File: config.mk
export PLATFORM = sky130hd
export DESIGN_NAME = custom_buttons_pio
export DESIGN_NICKNAME = d
export VERILOG_FILES = /design/src/rtl/soc_pio_pkg.sv /design/src/rtl/pio_debounce.sv /design/src/rtl/custom_buttons_pio.sv
export SDC_FILE = /design/constraint.sdc
export NUM_CORES = 1
export LEC_CHECK = 0
export ABC_AREA = 1
export BUFFER_PORTS_ARGS = -buffer_cell sky130_fd_sc_hd__buf_4
export CAP_MARGIN = 20
export CELL_PAD_IN_SITES_DETAIL_PLACEMENT = 1
export CELL_PAD_IN_SITES_GLOBAL_PLACEMENT = 1
export CORE_UTILIZATION = 48
export CTS_BUF_LIST = sky130_fd_sc_hd__clkbuf_4
export CTS_CLUSTER_DIAMETER = 40
export DETAILED_ROUTE_END_ITERATION = 7
export PLACE_DENSITY_LB_ADDON = 0.2
export SLEW_MARGIN = 20
export SYNTH_ARGS = -nofsm -noshare
export SYNTH_HDL_FRONTEND = slang
export SYNTH_HIERARCHICAL = 1
export SYNTH_SLANG_ARGS = --single-unit
File: constraint.sdc
create_clock -name clk -period 2.58 [get_ports clk]
set_input_delay 0.516 -clock clk [delete_from_list [all_inputs] [get_ports clk]]
set_output_delay 0.516 -clock clk [all_outputs]
set_load 0.005 [all_outputs]
File: src/rtl/soc_pio_pkg.sv
// Shared definitions for the HPS lightweight-bridge PIO peripherals:
// bus width and the word offsets of the button register map.
package soc_pio_pkg;

  localparam int DATA_W = 32;

  typedef logic [1:0] reg_addr_t;

  localparam reg_addr_t REG_DATA = 2'd0;
  localparam reg_addr_t REG_MASK = 2'd1;
  localparam reg_addr_t REG_EDGE = 2'd2;
  localparam reg_addr_t REG_RAW  = 2'd3;

endpackage

File: src/rtl/pio_debounce.sv
// One input bit: 2-flop synchronizer (polarity normalized at its input so the
// flops reset to "not pressed"), then a saturating stability counter.
module pio_debounce #(
  parameter int DEBOUNCE_CYCLES = 1000000,
  parameter bit ACTIVE_LOW      = 1'b1
) (
  input  logic clk,
  input  logic reset_n,
  input  logic pin,
  output logic sync,
  output logic stable,
  output logic press
);

  localparam int CNT_W = (DEBOUNCE_CYCLES > 2) ? $clog2(DEBOUNCE_CYCLES) : 1;
  localparam logic [CNT_W-1:0] CNT_MAX = CNT_W'(DEBOUNCE_CYCLES - 1);

  logic             meta_q, meta_d;
  logic             sync_q, sync_d;
  logic             stable_q, stable_d;
  logic [CNT_W-1:0] cnt_q, cnt_d;

  always_comb begin
    meta_d   = pin ^ ACTIVE_LOW;
    sync_d   = meta_q;
    stable_d = stable_q;
    cnt_d    = '0;
    press    = 1'b0;
    if (sync_q != stable_q) begin
      if (cnt_q == CNT_MAX) begin
        stable_d = sync_q;
        // press is asserted on the same edge stable rises, so EDGE sets with it
        press    = sync_q;
      end else begin
        cnt_d = cnt_q + 1'b1;
      end
    end
  end

  always_ff @(posedge clk or negedge reset_n) begin
    if (!reset_n) begin
      meta_q   <= 1'b0;
      sync_q   <= 1'b0;
      stable_q <= 1'b0;
      cnt_q    <= '0;
    end else begin
      meta_q   <= meta_d;
      sync_q   <= sync_d;
      stable_q <= stable_d;
      cnt_q    <= cnt_d;
    end
  end

  assign sync   = sync_q;
  assign stable = stable_q;

endmodule

File: src/rtl/custom_buttons_pio.sv
// Avalon-MM button/switch input peripheral: debounced DATA, interrupt MASK,
// W1C press-capture EDGE and raw synchronized RAW, with a level irq.
module custom_buttons_pio
  import soc_pio_pkg::*;
#(
  parameter int WIDTH           = 4,
  parameter int DEBOUNCE_CYCLES = 1000000,
  parameter bit ACTIVE_LOW      = 1'b1
) (
  input  logic              clk,
  input  logic              reset_n,
  input  logic [1:0]        avs_s0_address,
  input  logic              avs_s0_read,
  output logic [DATA_W-1:0] avs_s0_readdata,
  input  logic              avs_s0_write,
  input  logic [DATA_W-1:0] avs_s0_writedata,
  output logic              irq,
  input  logic [WIDTH-1:0]  coe_buttons_in
);

  // Handshake: read strobe sampled at edge t gives readdata after t, held
  // until the next read; writes take effect at the sampling edge; no waitrequest.

  logic [WIDTH-1:0]  sync_w, stable_w, press_w;
  logic [WIDTH-1:0]  mask_q, mask_d;
  logic [WIDTH-1:0]  edge_q, edge_d;
  logic [WIDTH-1:0]  edge_clr;
  logic [DATA_W-1:0] readdata_q, readdata_d;
  logic [DATA_W-1:0] wdata_unused;

  for (genvar i = 0; i < WIDTH; i++) begin : g_bit
    pio_debounce #(
      .DEBOUNCE_CYCLES (DEBOUNCE_CYCLES),
      .ACTIVE_LOW      (ACTIVE_LOW)
    ) u_debounce (
      .clk     (clk),
      .reset_n (reset_n),
      .pin     (coe_buttons_in[i]),
      .sync    (sync_w[i]),
      .stable  (stable_w[i]),
      .press   (press_w[i])
    );
  end

  // Only the low WIDTH write bits land anywhere.
  assign wdata_unused = avs_s0_writedata;

  always_comb begin
    mask_d   = mask_q;
    edge_clr = '0;
    if (avs_s0_write && avs_s0_address == REG_MASK) mask_d = avs_s0_writedata[WIDTH-1:0];
    if (avs_s0_write && avs_s0_address == REG_EDGE) edge_clr = avs_s0_writedata[WIDTH-1:0];
    // A press accepted in the same cycle as its W1C clear wins
    edge_d = (edge_q & ~edge_clr) | press_w;

    readdata_d = readdata_q;
    if (avs_s0_read) begin
      case (avs_s0_address)
        REG_DATA: readdata_d = DATA_W'(stable_w);
        REG_MASK: readdata_d = DATA_W'(mask_q);
        REG_EDGE: readdata_d = DATA_W'(edge_q);
        REG_RAW:  readdata_d = DATA_W'(sync_w);
        default:  readdata_d = '0;
      endcase
    end
  end

  always_ff @(posedge clk or negedge reset_n) begin
    if (!reset_n) begin
      mask_q     <= '0;
      edge_q     <= '0;
      readdata_q <= '0;
    end else begin
      mask_q     <= mask_d;
      edge_q     <= edge_d;
      readdata_q <= readdata_d;
    end
  end

  assign avs_s0_readdata = readdata_q;
  assign irq             = |(edge_q & mask_q);

endmodule

Word-level counts from Yosys, hierarchy flattened

Cells that the tools add are included.

Bits in registers: 132
Latch bits: 0
Bits in writable memories: 0
Bits in read-only memories: 0
Output and inout port bits: 33
Logic and storage cells: 68
Memories: 0

Add/subtract/negate cells: 4
$mul: 0
Divide/modulo/power cells: 0
Magnitude comparators: 0
Equality and inequality tests: 11
Shifts and indexed selects: 0
Multiplexer cells: 18
Bitwise gates (word level): 8
Reduce and logical (&&, ||, !) cells: 8

Operators with widths:

| kind                    | number |
|---|---|
| $mux W20                | 8 |
| $pmux W32 S4            | 1 |
| $add A20 B1 Y20 const B | 4 |
| $eq A20 B20 Y1 const B  | 4 |
| $and A4 B4 Y4           | 2 |
| $mux W1                 | 8 |
| $reduce_and A2 Y1       | 4 |
| $eq A2 B2 Y1 const B    | 2 |
| $mux W4                 | 1 |
| $ne A1 B1 Y1            | 4 |
| $not A1 Y1              | 4 |
| $not A4 Y4              | 1 |
| $or A4 B4 Y4            | 1 |
| $reduce_or A4 Y1        | 1 |
| $eq A2 B1 Y1 const B    | 1 |
| $logic_and A1 B1 Y1     | 2 |
| $logic_not A2 Y1        | 1 |

Depth between registers and ports, before layout

Gate-level depths: netlist of run 1.

Depth after elaboration: 6
Gate-level depth with buffers: 9
Depth with buffers taken out: 9

Modules after synthesis

Netlist of run 1, hierarchy kept.

By module, submodules not included:

| module             | instances | cells each | area an instance (µm²) |
|---|---|---|---|
| pio_debounce       | 4         | 163        | 1296.2 |
| custom_buttons_pio | 1         | 114        | 863.3 |

Worst setup path after synthesis of run 1

OpenSTA, ideal clock, no wires.

Path type: flip-flop to flip-flop
Start point: register g_bit[0].u_debounce.cnt_q[0]
End point: register g_bit[0].u_debounce.cnt_q[5]
Arrival time: 1.142 ns
Required time: 2.459 ns
Path slack: 1.317 ns
Cell stages (with the launch flop): 7
Path buffers: 0
Period minus slack after synthesis: 1.263 ns
Cell sequence: dfrtp_1 > ha_1 > nand3_1 > nor2_2 > nand3_2 > nand2_2 > nor2_1

Longest elaborated chain between the ends: 3
Elaborated cells on any way between the ends: 4

Ends and longest elaborated chain:

| item                                                     | line                                   | RTL |
|---|---|---|
| start, declared                                          | pio_debounce.sv:21                     | `logic [CNT_W-1:0] cnt_q, cnt_d;` |
| start signal, assigned                                   | pio_debounce.sv:50                     | `cnt_q <= cnt_d;` |
| $add A20 B1 Y20 / $eq A20 B20 Y1 (equally long branches) | pio_debounce.sv:35, pio_debounce.sv:30 |  |
| $mux W20 *                                               | pio_debounce.sv:30                     | `if (cnt_q == CNT_MAX) begin` |
| $mux W20 *                                               | pio_debounce.sv:29                     | `if (sync_q != stable_q) begin` |
| named net g_bit[0].u_debounce.cnt_d[5]                   | pio_debounce.sv:21                     |  |

The timed path passes the listed nets; every way through them passes the cells marked *.
A chain may end at the register's enable or synchronous reset.

Worst setup path after layout of run 1

Start point: register mask_q[2]
End point: output port irq

Longest elaborated chain between the ends: 2

Ends and longest elaborated chain:

| item                   | line                     | RTL |
|---|---|---|
| start, declared        | custom_buttons_pio.sv:25 | `logic [WIDTH-1:0] mask_q, mask_d;` |
| start signal, assigned | custom_buttons_pio.sv:74 | `mask_q <= mask_d;` |
| $and A4 B4 Y4          | custom_buttons_pio.sv:81 | `assign irq = \|(edge_q & mask_q);` |
| $reduce_or A4 Y1       | custom_buttons_pio.sv:81 |  |
| end, declared          | custom_buttons_pio.sv:17 | `output logic irq,` |

No other way between the ends.

==> results of run 1 <==
-- synthesized netlist by cell type (all sizes together) --
master and number:
nor2 193, nand2 152, dfrtp 104, inv 83, nand3 66, xor2 32, buf 30, o21ai 28
nand4 17, nor3 16, a21oi 12, nor3b 8, xnor2 8, ha 4, nand3b 4, o21bai 4
or2 4, conb 1
-- worst max-delay path, stage by stage, from the launching register on --
cell	delay [ns]
dfrtp_1	0.43
nand2_1	0.09
nand4_1	0.12
buf_4	0.16
-- layout make-up --
class / instances / area [sq um] / share of cell area
tap: 168 / 210 / 0.0326
multi-input combinational: 576 / 3000 / 0.466
inverter: 83 / 312 / 0.0483
timing repair buffer: 21 / 173 / 0.0268
clock buffer: 9 / 67.6 / 0.0105
clock inverter: 7 / 78.8 / 0.0122
sequential: 104 / 2600 / 0.404
-- placed cells by master, fill, tap and decap left out, types with 8 or more instances in the layout --
cell and instances:
nand3_2 10, nor2_1 153, buf_4 19, o21ai_1 16, a21oi_1 12, xnor2_1 8
nor2_2 28, nand2_2 24, clkbuf_4 9, conb_1 28, nand3_1 56, nand2_1 128
inv_2 9, xor2_1 28, nor3b_2 8, nor2_4 12, o21ai_0 12, inv_1 74
nand4_1 17, dfrtp_1 104, nor3_1 16
-- logic make-up (layout without fill, tap and decap cells) --
logic type	Yosys count	after routing	share of synthesized area
and+or+nand+nor	460	460	0.370
buffers and inverters	113	120	0.0900
xor gates and xnor gates	40	40	0.0629
AOI/OAI and AO/OA	44	44	0.0381
other	1	28	0.000620
adders and majority gates	4	4	0.00828
DFF	104	104	0.430
-- state kept, by name, summed over array words and instances (netlist names) --
register and count:
mask_q 4, g_bit.u_debounce/meta_q 4, g_bit.u_debounce/sync 4, avs_s0_readdata 4, edge_q 4, g_bit.u_debounce/stable 4, g_bit.u_debounce/cnt_q 80
-- layer usage --
layer,up-vias,share of wire,global-route usage
met5,-,0,0
met2,62,0.50,0.418
met4,0,0.0095,0.0589
met1,2413,0.45,0.293
met3,13,0.032,0.0540
li1,2418,-,-
-- through the flow --
stage	instances	hold slack [ns]
after global routing	968	0.0817
after floorplan	793	0.220
after CTS	968	0.104
after global placement	951	0.336
final	968	0.150
after detailed placement	951	0.344
-- report_power, final --
| group | switching (mW) | leakage, nW | internal (mW) |
|---|---|---|---|
| Sequential | 0.0318 | 1.41 | 1.67 |
| Clock | 0.597 | 0.0749 | 0.307 |
| Combinational | 0.135 | 1.33 | 0.0683 |
| Total | 0.764 | 2.82 | 2.05 |
-- worst max-delay path by stage --
stage / to / slack [ns] / cells after the start
2_1_floorplan: g_bit[0].u_debounce/cnt_q[5]$_DFF_PN0_ / 1.32 / 6
3_3_place_gp: g_bit[2].u_debounce/cnt_q[5]$_DFF_PN0_ / 1.09 / 6
3_5_place_dp: g_bit[1].u_debounce/cnt_q[5]$_DFF_PN0_ / 1.03 / 6
4_1_cts: irq / 0.70 / 3
5_1_grt: irq / 0.62 / 3
6_report: irq / 0.78 / 3
==> flow_metrics.env, run 1 <==
export IMPL_grt_max_degree=61
export IMPL_min_to="g_bit[1].u_debounce/meta_q$_DFF_PN0_"
export IMPL_status="completed"
export IMPL_synth_area_sq_um=6050
export IMPL_drc=0
export IMPL_hold_buffers=1
export IMPL_yosysWarnings=6
export IMPL_wl_microns=14100
export IMPL_crit_arrival_ns=1.29
export IMPL_max_cap_viol_count=0
export IMPL_worst_clock_skew_ns=0.0171
export IMPL_cts_sinks=104
export IMPL_synth_area_top_cells="dfrtp_1, nor2_1, nand2_1"
export IMPL_setup_worst_path_end_class="primary output"
export IMPL_initialDrtViolationCount=275
export IMPL_ys_ff_latch=104
export IMPL_clk_latency_ns=0.49
export IMPL_cp_required_ns=2.06
export IMPL_chipWidth_microns=114
export IMPL_hp_class="input port to flip-flop"
export IMPL_powerDensity_nw_per_um2=436
export IMPL_startpoint_type="flip-flop"
export IMPL_fill_cells=1554
export IMPL_fin_crit_sh=0.699
export IMPL_cts_buffer_depth=2
export IMPL_period_needed_ns=1.80
export IMPL_synth_area_per_cell_sq_um=7.90
export IMPL_worstHoldStart="coe_buttons_in[1]"
export IMPL_postCtsSetupBuffers=0
export IMPL_setup_worst_path_class="flip-flop to primary output"
export IMPL_start_util=0.497
export IMPL_r2r_slack_ns=1.02
export IMPL_dp_hpwl_microns=10900
export IMPL_vias=4906
export IMPL_synth_top_cell_area_share=0.430
export IMPL_rows=40
export IMPL_grt_antenna_before_repair=0
export IMPL_viasPerCell=5.07
export IMPL_htreeDepth=3
export IMPL_track_usage=0.237
export IMPL_dr_pass1_iters=4
export IMPL_timing_rr_end="g_bit[1].u_debounce/cnt_q[5]$_DFF_PN0_"
export IMPL_clock_root_buffer="clkbuf_4"
export IMPL_ctsResizeCount=0
export IMPL_detail_route_antenna_nets=0
export IMPL_hold_violations=0
export IMPL_grt_first_pass_wirelength_microns=24200
export IMPL_cp_max_fo=3
export IMPL_worstRegToRegCells=6
export IMPL_fmax_mhz=555
export IMPL_setup_tns_ns=0
export IMPL_grt_overflow=0
export IMPL_setup_violations=0
export IMPL_drive_gt1_frac=0.169
export IMPL_setup_slack_ns=0.777
export IMPL_die_h_microns=114
export IMPL_ir_drop_v=0.000441
export IMPL_pre_cts_slack_ns=1.03
export IMPL_critPathLaunch="mask_q[2]$_DFFE_PN0P_"
export IMPL_stdcell_area_sq_um=6450
export IMPL_final_util=0.530
export IMPL_p_leak_nw=2.82
export IMPL_wire_per_inst_microns=14.5
export IMPL_tritoncts="done"
export IMPL_rsz0062_at_grt="no"
export IMPL_power_mw=2.81
export IMPL_hold_path_depth=2
export IMPL_core_region_area_sq_um=12200
export IMPL_antennaDiodeCount=0
export IMPL_io_buffers=18
export IMPL_cts_buffers=9
export IMPL_clkTransAtPathRegs_ns=0.17
export IMPL_placed_area_sq_um=6290
export IMPL_first_global_vias=5094
export IMPL_slew_violations=0
export IMPL_synth_cells=766
export IMPL_final_nets=841
export IMPL_io_pins=75
export IMPL_synth_cell_types=26
export IMPL_area_delta_synth_final_pct=6.58
export IMPL_synth_area_leader_cell="dfrtp_1"
export IMPL_rr_startpoint="g_bit[1].u_debounce/cnt_q[0]$_DFF_PN0_"
export IMPL_dieArea_sq_um=13100
export IMPL_gp_congestion=0.834
export IMPL_ys_seq_area_frac=0.430
No activity file was read; power rests on OpenSTA's default activity.
==> inputs of run 2 (changes only) <==
CORE_UTILIZATION = 45   (was 48)
clock period = 1.7 ns   (was 2.58 ns; I/O delays follow)
==> run 2 against run 1 <==
  * Via count decreased by 0.10%
  * Sequential share of layout area down 0.38 points
  * First-iteration DRC count shrank 35%
  * Clock power is 40% higher
  * Wire length rose by 1.0%
  * Utilization down 2.5 points
  * Global-route usage fell by 1.4 points
  * Critical path type unchanged
  * Sequential cell count is the same
  * Clock-buffer cell count up 1
  * Cell area increased by 0.95%
  * Critical path depth did not move
==> flow_metrics.env, run 2 (same netlist as run 1, synthesis figures left out) <==
export IMPL_setup_worst_path_class="flip-flop to primary output"
export IMPL_fmax_mhz=610
export IMPL_grt_antenna_before_repair=0
export IMPL_cp_required_ns=1.36
export IMPL_start_util=0.470
export IMPL_area_delta_synth_final_pct=7.59
export IMPL_initialDrtViolationCount=179
export IMPL_final_common_cell="nor2_1"
export IMPL_antennaDiodeCount=0
export IMPL_dieArea_sq_um=13900
export IMPL_grt_max_degree=42
export IMPL_layout_common_cells="nor2_1, nand2_1, dfrtp_1"
export IMPL_cp_top_family="flip-flops"
export IMPL_max_cap_viol_count=0
export IMPL_die_h_microns=118
export IMPL_setup_violations=0
export IMPL_power_mw=4.19
export IMPL_grt_first_pass_wirelength_microns=25000
export IMPL_cts_buffers=9
export IMPL_worst_clock_skew_ns=0.0292
export IMPL_cp_max_fo=3
export IMPL_route_met2_wl_microns=7200
export IMPL_vias=4901
export IMPL_tritoncts="done"
export IMPL_cp_num_buf_inv=1
export IMPL_met3_length_microns=340
export IMPL_track_usage=0.223
export IMPL_cts_sinks=104
export IMPL_startpoint_type="flip-flop"
export IMPL_fin_crit_sh=0.964
export IMPL_slowest_stage="dfrtp_1"
export IMPL_dp_hpwl_microns=11100
export IMPL_met1_length_microns=6520
export IMPL_clkTransAtPathRegs_ns=0.18
export IMPL_gp_congestion=0.856
export IMPL_largest_register="g_bit.u_debounce/cnt_q"
export IMPL_powerDensity_nw_per_um2=644
export IMPL_period_needed_ns=1.64
export IMPL_p_leak_nw=2.85
export IMPL_hold_violations=0
export IMPL_ir_drop_v=0.000495
export IMPL_r2r_slack_ns=0.14
export IMPL_largest_reg_flops=80
export IMPL_detail_route_antenna_nets=0
export IMPL_htreeDepth=3
export IMPL_viasPerCell=5.02
export IMPL_status="completed"
export IMPL_first_global_vias=5228
export IMPL_max_stage_delay_ns=0.44
export IMPL_cts_buffer_depth=2
export IMPL_crit_arrival_ns=1.30
export IMPL_final_nets=848
export IMPL_core_region_area_sq_um=12900
export IMPL_drive_gt1_frac=0.168
export IMPL_rsz0062_at_grt="yes"
export IMPL_dr_pass1_iters=4
export IMPL_io_pins=75
export IMPL_holdWs_ns=0.129
export IMPL_clk_latency_ns=0.48
export IMPL_setup_worst_path_end_class="primary output"
export IMPL_wire_per_inst_microns=14.5
export IMPL_chipWidth_microns=118
export IMPL_slew_violations=0
export IMPL_hp_class="input port to flip-flop"
export IMPL_grt_overflow=0
export IMPL_clock_root_buffer="clkbuf_4"
export IMPL_critical_path_cell_chain="nand2_1 -> nand4_1 -> buf_4"
export IMPL_drc=0
export IMPL_rows=41
export IMPL_top_layer="met4"
export IMPL_wl_microns=14200
export IMPL_io_buffers=18
-- run 2: changes by cell type in the layout (fill, tap and decap cells not counted), sizes merged --
cell,previous run,this run
clkbuf,9,10
dlygate4sd3,1,5
clkinvlp,2,0
clkinv,1,3
buf,20,23
inv,86,83
-- run 2: report_power, final --
| group | internal [mW] | switching (mW) |
|---|---|---|
| registers | 2.54 | 0.0522 |
| logic | 0.123 | 0.205 |
| clock network | 0.447 | 0.822 |
| total | 3.11 | 1.08 |
-- run 2: layer usage --
| metal | track usage | vias up |
|---|---|---|
| met5 | 0 | - |
| met4 | 0.0513 | 0 |
| met3 | 0.0460 | 12 |
| met2 | 0.388 | 48 |
| met1 | 0.283 | 2412 |
| li1 | - | 2429 |
-- run 2: path summary, 6_finish.rpt --
check,start,end,cells after the start
setup / recovery,mask_q[3]$_DFFE_PN0P_,irq,3
hold / removal,avs_s0_writedata[1],mask_q[1]$_DFFE_PN0P_,3
setup reg to reg,g_bit[3].u_debounce/cnt_q[0]$_DFF_PN0_,g_bit[3].u_debounce/cnt_q[5]$_DFF_PN0_,6
hold reg to reg,g_bit[0].u_debounce/meta_q$_DFF_PN0_,g_bit[0].u_debounce/sync$_DFF_PN0_,0
max in group asynchronous,reset_n,g_bit[2].u_debounce/cnt_q[4]$_DFF_PN0_,3
min in group asynchronous,reset_n,g_bit[3].u_debounce/meta_q$_DFF_PN0_,2
-- run 2: worst register-to-register path: stages (launching register included) --
cell and delay (ns):
dfrtp_1 0.41, ha_1 0.20, nand3_1 0.15, nor2_2 0.24, nand3_2 0.18, nand2_2 0.20
nor2_1 0.09
-- run 2: stage by stage --
| step | TNS, ns | util | setup slack, ns | cells | area (sq um) |
|---|---|---|---|---|---|
| 3_5_place_dp | 0 | 0.490 | 0.148 | 956 | 6310 |
| 6_report | 0 | 0.505 | 0.0611 | 977 | 6510 |
| 4_1_cts | 0 | 0.504 | 0.000114 | 975 | 6490 |
| 5_1_grt | -0.0222 | 0.505 | -0.0222 | 977 | 6510 |
| 2_1_floorplan | 0 | - | 0.437 | 793 | 6150 |
| 3_3_place_gp | 0 | 0.490 | 0.213 | 956 | 6310 |
-- run 2: area by class of cell --
class                      instances  area [sq um]
clock inverter                     4          47.5
tap                              172           215
multi-input combinational        576          3010
sequential                       104          2600
inverter                          83           312
fill                            1623          6370
timing repair buffer              28           248
clock buffer                      10          75.1
-- run 2: repair_timing --
item                                    4_1_cts  5_1_grt
endpoints found under the setup margin        0        4
setup buffers                                 0        2
hold endpoints to repair                     27        0
hold buffers                                  5        0
resized for setup                             0        1
